File: src/rtl/noc_pkg.sv
// Shared NoC definitions: port indices, credit width and the allocator state encoding.
// Helper wrap_add performs modulo-NUM_PORTS index arithmetic for the arbiters.
package noc_pkg;

  localparam int NUM_PORTS = 5;
  localparam int CRED_W = 3;
  localparam logic [2:0] SEL_NONE = 3'd7;

  typedef enum logic [2:0] {
    PORT_N = 3'd0,
    PORT_S = 3'd1,
    PORT_E = 3'd2,
    PORT_W = 3'd3,
    PORT_L = 3'd4
  } port_e;

  typedef enum logic [1:0] {
    ST_IDLE,
    ST_GRANT,
    ST_BLOCKED
  } alloc_state_e;

  typedef logic [CRED_W-1:0] credit_t;

  // Both operands are port indices (0..4), so one conditional subtract suffices.
  function automatic logic [2:0] wrap_add(input logic [2:0] base, input logic [2:0] off);
    logic [3:0] sum;
    sum = {1'b0, base} + {1'b0, off};
    return (sum >= 4'(NUM_PORTS)) ? 3'(sum - 4'(NUM_PORTS)) : sum[2:0];
  endfunction

endpackage

File: src/rtl/rr_pick.sv
// Combinational round-robin picker: first set request at or after ptr, wrapping over the ports.
module rr_pick
  import noc_pkg::*;
(
  input  logic [NUM_PORTS-1:0] req,
  input  logic [2:0]           ptr,
  output logic                 valid,
  output logic [2:0]           winner
);

  logic [2:0] idx;

  // Scan from the farthest offset down so the nearest requester is assigned last and wins.
  always_comb begin
    valid  = 1'b0;
    winner = 3'd0;
    idx    = 3'd0;
    for (int i = NUM_PORTS - 1; i >= 0; i--) begin
      idx = wrap_add(ptr, 3'(i));
      if (req[idx]) begin
        valid  = 1'b1;
        winner = idx;
      end
    end
  end

endmodule

File: src/rtl/port_allocator.sv
// Credit-based output-port allocator with round-robin arbitration over the five input ports.
// Optional macro PORT_ALLOC_STATS_EN adds a 16-bit wrapping grant counter output grant_cnt_o.
module port_allocator
  import noc_pkg::*;
#(
  parameter int CREDITS = 4
) (
  input  logic                 clk,
  input  logic                 rst,
  input  logic [NUM_PORTS-1:0] req_i,
  input  logic                 credit_inc_i,
  output logic [NUM_PORTS-1:0] grant_o,
  output logic [2:0]           port_sel_o,
  output logic                 send_en_o,
  output logic [CRED_W-1:0]    credits_o,
  output logic                 full_o,
  output logic                 ovf_err_o
`ifdef PORT_ALLOC_STATS_EN
  ,
  output logic [15:0]          grant_cnt_o
`endif
);

  localparam credit_t CREDIT_MAX = credit_t'(CREDITS);

  alloc_state_e state, next_state;
  logic [2:0] ptr;
  credit_t    credits;
  logic       ovf_err;
  logic       pick_valid;
  logic [2:0] pick_idx;
  logic       load;
  logic       in_grant;

  rr_pick u_pick (
    .req    (req_i),
    .ptr    (ptr),
    .valid  (pick_valid),
    .winner (pick_idx)
  );

  assign in_grant = (state == ST_GRANT);

  always_comb begin
    next_state = state;
    case (state)
      ST_IDLE: begin
        if (pick_valid) next_state = (credits != '0) ? ST_GRANT : ST_BLOCKED;
      end
      ST_GRANT: next_state = ST_IDLE;
      ST_BLOCKED: begin
        if (credits != '0) next_state = pick_valid ? ST_GRANT : ST_IDLE;
      end
      default: next_state = ST_IDLE;
    endcase
    load = (next_state == ST_GRANT) && (state != ST_GRANT);
  end

  // Grant outputs are registered alongside the state so they line up with the GRANT cycle.
  always_ff @(posedge clk or posedge rst) begin
    if (rst) begin
      state      <= ST_IDLE;
      ptr        <= 3'd0;
      grant_o    <= '0;
      port_sel_o <= SEL_NONE;
    end else begin
      state <= next_state;
      if (load) begin
        ptr        <= wrap_add(pick_idx, 3'd1);
        grant_o    <= {{(NUM_PORTS-1){1'b0}}, 1'b1} << pick_idx;
        port_sel_o <= pick_idx;
      end else begin
        grant_o    <= '0;
        port_sel_o <= SEL_NONE;
      end
    end
  end

  // A returned credit and a consumed one in the same cycle cancel out.
  always_ff @(posedge clk or posedge rst) begin
    if (rst) begin
      credits <= CREDIT_MAX;
      ovf_err <= 1'b0;
    end else begin
      case ({in_grant, credit_inc_i})
        2'b01: begin
          if (credits == CREDIT_MAX) ovf_err <= 1'b1;
          else credits <= credits + credit_t'(1);
        end
        2'b10: credits <= credits - credit_t'(1);
        default: ;
      endcase
    end
  end

`ifdef PORT_ALLOC_STATS_EN
  always_ff @(posedge clk or posedge rst) begin
    if (rst) grant_cnt_o <= 16'd0;
    else if (in_grant) grant_cnt_o <= grant_cnt_o + 16'd1;
  end
`endif

  assign send_en_o = |grant_o;
  assign credits_o = credits;
  assign full_o    = (credits == '0);
  assign ovf_err_o = ovf_err;

endmodule

File: config.mk
export PLATFORM = sky130hd
export DESIGN_NAME = port_allocator
export DESIGN_NICKNAME = d
export VERILOG_FILES = /design/src/rtl/noc_pkg.sv /design/src/rtl/rr_pick.sv /design/src/rtl/port_allocator.sv
export SDC_FILE = /design/constraint.sdc
export NUM_CORES = 1
export LEC_CHECK = 0
export BUFFER_PORTS_ARGS = -buffer_cell sky130_fd_sc_hd__buf_4
export CAP_MARGIN = 10
export CORE_AREA = 2 2 101 64
export CTS_BUF_LIST = sky130_fd_sc_hd__clkbuf_16
export CTS_CLUSTER_DIAMETER = 30
export DETAILED_ROUTE_END_ITERATION = 12
export DIE_AREA = 0 0 103 66
export PLACE_DENSITY_LB_ADDON = 0.3
export SYNTH_ARGS = -nofsm -noshare
export SYNTH_HDL_FRONTEND = slang
export SYNTH_SLANG_ARGS = --single-unit
File: constraint.sdc
create_clock -name clk -period 4.89 [get_ports clk]
set_clock_uncertainty 0.05 [all_clocks]
set_input_delay 0.978 -clock clk [delete_from_list [all_inputs] [get_ports clk]]
set_output_delay 0.978 -clock clk [all_outputs]
set_load 0.005 [all_outputs]
# After elaboration in Yosys (flattened, before gate mapping)
# Index checks and enable logic that the tools add are counted.
[op_classes] add_sub_neg=13 magnitude_cmp=11 eq_ne=8 shifts=1 muxes=35 reduce_logical=8
[ops] op="two-way mux 3 bit" n=13
[ops] op=">= comparator 4 x 3 -> 1 bit (second input constant)" n=5
[ops] op="< comparator 3 x 4 -> 1 bit (second input constant)" n=5
[ops] op="subtractor 3 bit (second input constant)" n=6
[ops] op="binary-select mux 1 bit (select 3 bit)" n=5
[ops] op="two-way mux 1 bit" n=11
[ops] op="adder 3 x 1 -> 4 bit (second input constant)" n=2
[ops] op="adder 3 x 2 -> 4 bit (second input constant)" n=2
[ops] op="equality test 2 x 1 -> 1 bit (second input constant)" n=3
[ops] op="two-way mux 2 bit" n=3
[ops] op="one-hot mux 3 bit (2 select lines)" n=1
[ops] op="two-way mux 5 bit" n=1
[ops] op="OR reduction 5 bit" n=1
[ops] op="<< shifter 1 x 3 -> 5 bit (first input constant)" n=1
[ops] op="adder 3 x 3 -> 4 bit (second input constant)" n=1
[ops] op="equality test 2 bit (second input constant)" n=2
[ops] op="one-hot mux 2 bit (2 select lines)" n=1
[ops] op="AND reduction 2 bit" n=2
[ops] op="adder 3 x 1 -> 3 bit (second input constant)" n=1
[ops] op="equality test 3 bit (second input constant)" n=1
[ops] op=">= comparator 3 bit (second input constant)" n=1
[ops] op="logical NOT 3 bit" n=1
[ops] op="nonzero test 3 bit" n=1
[ops] op="subtractor 3 x 1 -> 3 bit (second input constant)" n=1
[ops] op="other kinds (5)" n=5
[word_totals] register_bits=17 inputBits=8 output_inout_bits=14 word_cells=82

# Depth between registers and ports, before layout
[logic_depth] depth_word=16 depth_mapped=19 ltp_nobuf=17

# Modules after synthesis
# Synthesis repeated with hierarchy kept, for this count alone.
[unflattened] hier_cells=242 hier_area_um2=2090.8
[modules_own_cells] mod="rr_pick" n_inst=1 cells_each=160 area_each_um2=1202.4 seq_area_each_um2=0.0
[modules_own_cells] mod="port_allocator" n_inst=1 cells_each=82 area_each_um2=888.4 seq_area_each_um2=430.4

# Worst setup path before layout
# Ideal clock, no wire load.
[synth_timing] path_kind="reg2reg" start="reg ptr[1]" end="reg ptr[1]" setup_time_ps=73 t_arrival_ps=4011 required_time_ps=4767 path_slack_ps=755 path_stages_with_launch=16 path_buffers=1 period_less_slack_ps=4135 path_cell_list="dfrtp_1 > clkbuf_1 > inv_1 > ha_1 > ha_1 > nor2b_1 > a22o_1 > or2_2 > a211oi_2 > mux2_2 > o22ai_2 > inv_1 > ha_1 > o22ai_2 > mux2_4 > a21oi_2"
[synth_via] elab_chain_len=15 elab_cells_between_ends=49 classes_between="add/sub (11); order compare (6); eq/ne (1); mux (30); reduce/logical (1)"
[synth_lines] item="from (decl)" line="port_allocator.sv:27" source="logic [2:0] ptr;"
[synth_lines] item="from (signal assigned)" line="port_allocator.sv:69" source="ptr <= wrap_add(pick_idx, 3'd1);"
[synth_lines] item="parallel branches: the longest is 15 deep, another holds adder 3 x 3 -> 4 bit"
# Parallel ways; which one is timed is not known. The select of a mux whose other input is x is not followed.
# A chain may end at the register's enable or synchronous reset.

# Worst setup path in the final report
[layout_timing] start="reg ptr[0]" end="reg ptr[1]"
# The elaborated chain is that of the path after synthesis.

==> Implementation_results.wiki <==
{| class="wikitable"
! Metric !! Value
|-
| Status || complete, no violations
|-
| Final Non-Filler Cells || 328
|-
| Setup TNS after final layout || 0 ns
|-
| Clk sink count || 17
|-
| Die Wd || 103 microns
|-
| DR WL/cell || 15.5 microns
|-
| Starting Density || 33.7%
|-
| HPWL reported at the end of detailed placement || 3930 microns
|-
| Startpoint-to-endpoint class of the critical path || flip-flop to flip-flop
|-
| Share of flip-flops with an asynchronous set or reset after synthesis || 100%
|-
| Post-Synthesis Mean Instance Area || 8.71 sq um
|-
| DIE AREA || 6800 sq um
|-
| Initial detailed-routing violation count || 198
|-
| Wire length of the first global-routing pass || 8470 microns
|-
| Max-cap check violation count || 0
|-
| Share of the core filled with cells in the final layout || 38.5%
|-
| Overflow left after global routing || 0
|-
| Endpoint of the worst hold path || ovf_err_o$_DFFE_PP0P_
|-
| Core region area || 5890 sq um
|-
| Cell area after placement || 2190 sq um
|-
| Setup repair after global routing missed its margin || no
|-
| Maximum clock insertion buffer count || 2
|-
| Total number of vias || 1750
|-
| Antenna violations before repair || 0
|-
| Post-layout min period || 4.28 ns
|-
| Cell at the root of the clock tree || clkbuf_16
|-
| FF-to-FF End || ptr[1]$_DFFE_PP0P_
|-
| Largest fanout on the critical path || 15
|-
| Final instance area || 2270 sq um
|-
| Pin count of the biggest net entering global routing || 24
|-
| Max stage delay on crit path || 0.43 ns
|-
| Total buffers and inverters traversed by the critical path || 3
|-
| Required @ worst endpoint || 5.02 ns
|-
| Setup repair bufs after CTS || 0
|-
| Peak Freq || 0.234 GHz
|-
| Global-route usage over all layers || 15.9%
|-
| Number of hold violations in the final report || 0
|-
| Count of boundary I/O pins || 22
|-
| Total wire length || 5090 microns
|-
| DRC || 0
|-
| Cell Count Post-Placement || 324
|-
| Number of enable-type register cells in the synthesized netlist || 0
|-
| Nets@finish || 269
|-
| Seq cells post-synth || 17
|-
| Unique masters post-synth || 66
|-
| Startpoint of the lowest-slack register-to-register path || ptr[0]$_DFFE_PP0P_
|-
| Later-pin clock latency in the skew report || 0.25 ns
|-
| Area Growth Syn to Fin || 14.2%
|-
| Final Slew Violations || 0
|-
| Count of cells along the worst register-to-register path || 15
|-
| Hold crit path type || flip-flop to flip-flop
|-
| Count of TritonRoute iterations in the first routing pass || 5
|-
| Clock buffer count from CTS || 3
|-
| Number of fillers in the final layout || 605
|-
| Levels on crit path || 15
|-
| I/O Buffers || 21
|-
| Worst min-delay path startpoint || ovf_err_o$_DFFE_PP0P_
|-
| Cells resized by post-CTS repair || 0
|-
| Fraction of final layout cells sized beyond drive strength 1 || 24.2%
|-
| Cell area after synthesis || 1990 sq um
|-
| Critical path capture point type || flip-flop
|-
| Cell chain of the critical path || inv_2, ha_1, inv_1, fa_1, o211a_1, a311o_1, o2bb2ai_1, nor3_1, mux2_2, o22ai_2, inv_1, ha_1, o22ai_2, mux2_4, a21oi_2
|-
| Setup crit start kind || flip-flop
|-
| Vertical extent of the die || 66 microns
|-
| Vias in the first global route || 1643
|-
| Finish-stage setup viols || 0
|-
| Clock tree from TritonCTS || yes
|-
| CP delay by family, top || compound AO/OA/AOI/OAI gates
|-
| Via count normalized by instance count || 5.34
|-
| Clock-pin slew on the worst setup and hold paths || 0.05 ns
|-
| Routability cong. || 0.925
|-
| Post-Synthesis Cells || 228
|-
| Number of H-tree levels || 1
|-
| Sequential share of the synthesized area || 21.7%
|-
| Num rows || 22
|-
| Yosys warnings || 0
|-
| Slowest library cell on the worst path || fa_1
|-
| Final period util || 87.5%
|-
| Count of antenna-violating nets left after detailed routing || 0
|-
| Number of diodes added for antenna fixing || 0
|-
| Critical path arrival || 4.41 ns
|-
| Quantity of hold-fixing buffers added after cts || 0
|-
| Worst hold path cell count || 1
|-
| Number of nets produced by synthesis || 252
|-
| Slew headroom || 57.8%
|-
| Top_reg_cell synth || dfrtp_1
|-
| Slew @ Worst Pin || 0.633 ns
|-
| Setup slack, reg-to-reg || 0.61 ns
|}
## cell usage after synthesis (3+ instances only)
cell type   n  area (sq um)
inv_1      16          60.1
xnor2_1     3          26.3
nor2b_1     5          31.3
clkbuf_1    3          11.3
dfrtp_1    13           325
nand3_1     4          20.0
buf_6       4          45.0
nor2_1     18          67.6
nand3b_1    3          22.5
nor3_1      9          45.0
a31oi_1     3          18.8
mux2_2      5          56.3
buf_2       3          15.0
nand2_1    19          71.3
ha_1       14           175
a21oi_1    14          70.1
and2_1      3          18.8
mux2i_1     9          90.1
a21o_1      4          30.0
and3_1      5          31.3
nand2b_1    7          43.8
o21ai_0     4          20.0
dfstp_2     4           105
## worst max path at each step
stage                       startpoint                 end  slack [ns]
finish              ptr[0]$_DFFE_PP0P_  ptr[1]$_DFFE_PP0P_        0.61
global route        ptr[0]$_DFFE_PP0P_  ptr[1]$_DFFE_PP0P_        0.36
CTS                 ptr[0]$_DFFE_PP0P_  ptr[1]$_DFFE_PP0P_        0.66
detailed placement  ptr[0]$_DFFE_PP0P_  ptr[1]$_DFFE_PP0P_        0.68
global placement    ptr[0]$_DFFE_PP0P_  ptr[1]$_DFFE_PP0P_        0.71
floorplan           ptr[1]$_DFFE_PP0P_  ptr[1]$_DFFE_PP0P_        0.76
## cell families (layout without fill, tap and decap cells)
| kind of cell | count (synthesis) | count (layout) | share of synthesized area (%) |
|---|---|---|---|
| XOR/XNOR | 3 | 3 | 1.32 |
| multiplexers | 18 | 18 | 11.0 |
| buffers and inverters | 29 | 45 | 7.18 |
| AND/OR/NAND/NOR | 83 | 83 | 21.5 |
| adder cells (fa/ha/maj) | 16 | 16 | 10.8 |
| AO/OA/AOI/OAI | 62 | 62 | 26.5 |
| flip-flops | 17 | 17 | 21.7 |
## cells in the final DEF (no fill, tap or decap), drive strengths merged, types with 7 or more instances in the layout
master,synthesis,routed
buf,8,23
nand2,20,20
nor2,19,19
inv,18,18
a21oi,16,16
ha,14,14
dfrtp,13,13
mux2i,9,9
nor3,9,9
nand2b,7,7
mux2,7,7
## per-layer routing
metal | part of all wire (%) | vias up | wire (microns) | track usage (%)
met4 | 0.28 | 0 | 14 | 0.987
met1 | 51 | 791 | 2570 | 25.2
met3 | 12 | 3 | 615 | 6.03
li1 | - | 865 | - | -
met5 | 0 | - | 0 | 0
met2 | 37 | 91 | 1880 | 20.9
## area by class of cell
cell class	count	area (sq um)	share of cell area [%]
Multi-Input combinational cell	182	1410	62.3
Sequential cell	17	430	19.0
Timing Repair Buffer	23	173	7.61
Tap cell	84	105	4.63
Clock buffer	3	75.1	3.31
Inverter	18	67.6	2.98
Clock inverter	1	5.00	0.221
## metrics by stage
stage,hold WS [ns],worst slack (ns)
after floorplan,0.382,0.755
after global placement,0.401,0.712
after detailed placement,0.406,0.680
after CTS,0.420,0.658
after global routing,0.438,0.355
final,0.412,0.613
## registers in the layout, summed over array words and instances (netlist names)
register / cells
port_sel_o: 3
credits_o: 3
grant_o: 5
ptr: 3
ovf_err_o: 1
state: 2
## worst reg2reg max path: stages (launching register included)
cell and delay (ns):
dfrtp_1 0.38, inv_2 0.26, ha_1 0.22, inv_1 0.05
fa_1 0.44, o211a_1 0.26, a311o_1 0.36, o2bb2ai_1 0.43
nor3_1 0.15, mux2_2 0.29, o22ai_2 0.25, inv_1 0.11
ha_1 0.27, o22ai_2 0.25, mux2_4 0.32, a21oi_2 0.12
Power is left out: the tool's default activity adds up to more than one toggle a clock period on the data nets, which glitch-free logic cannot reach.
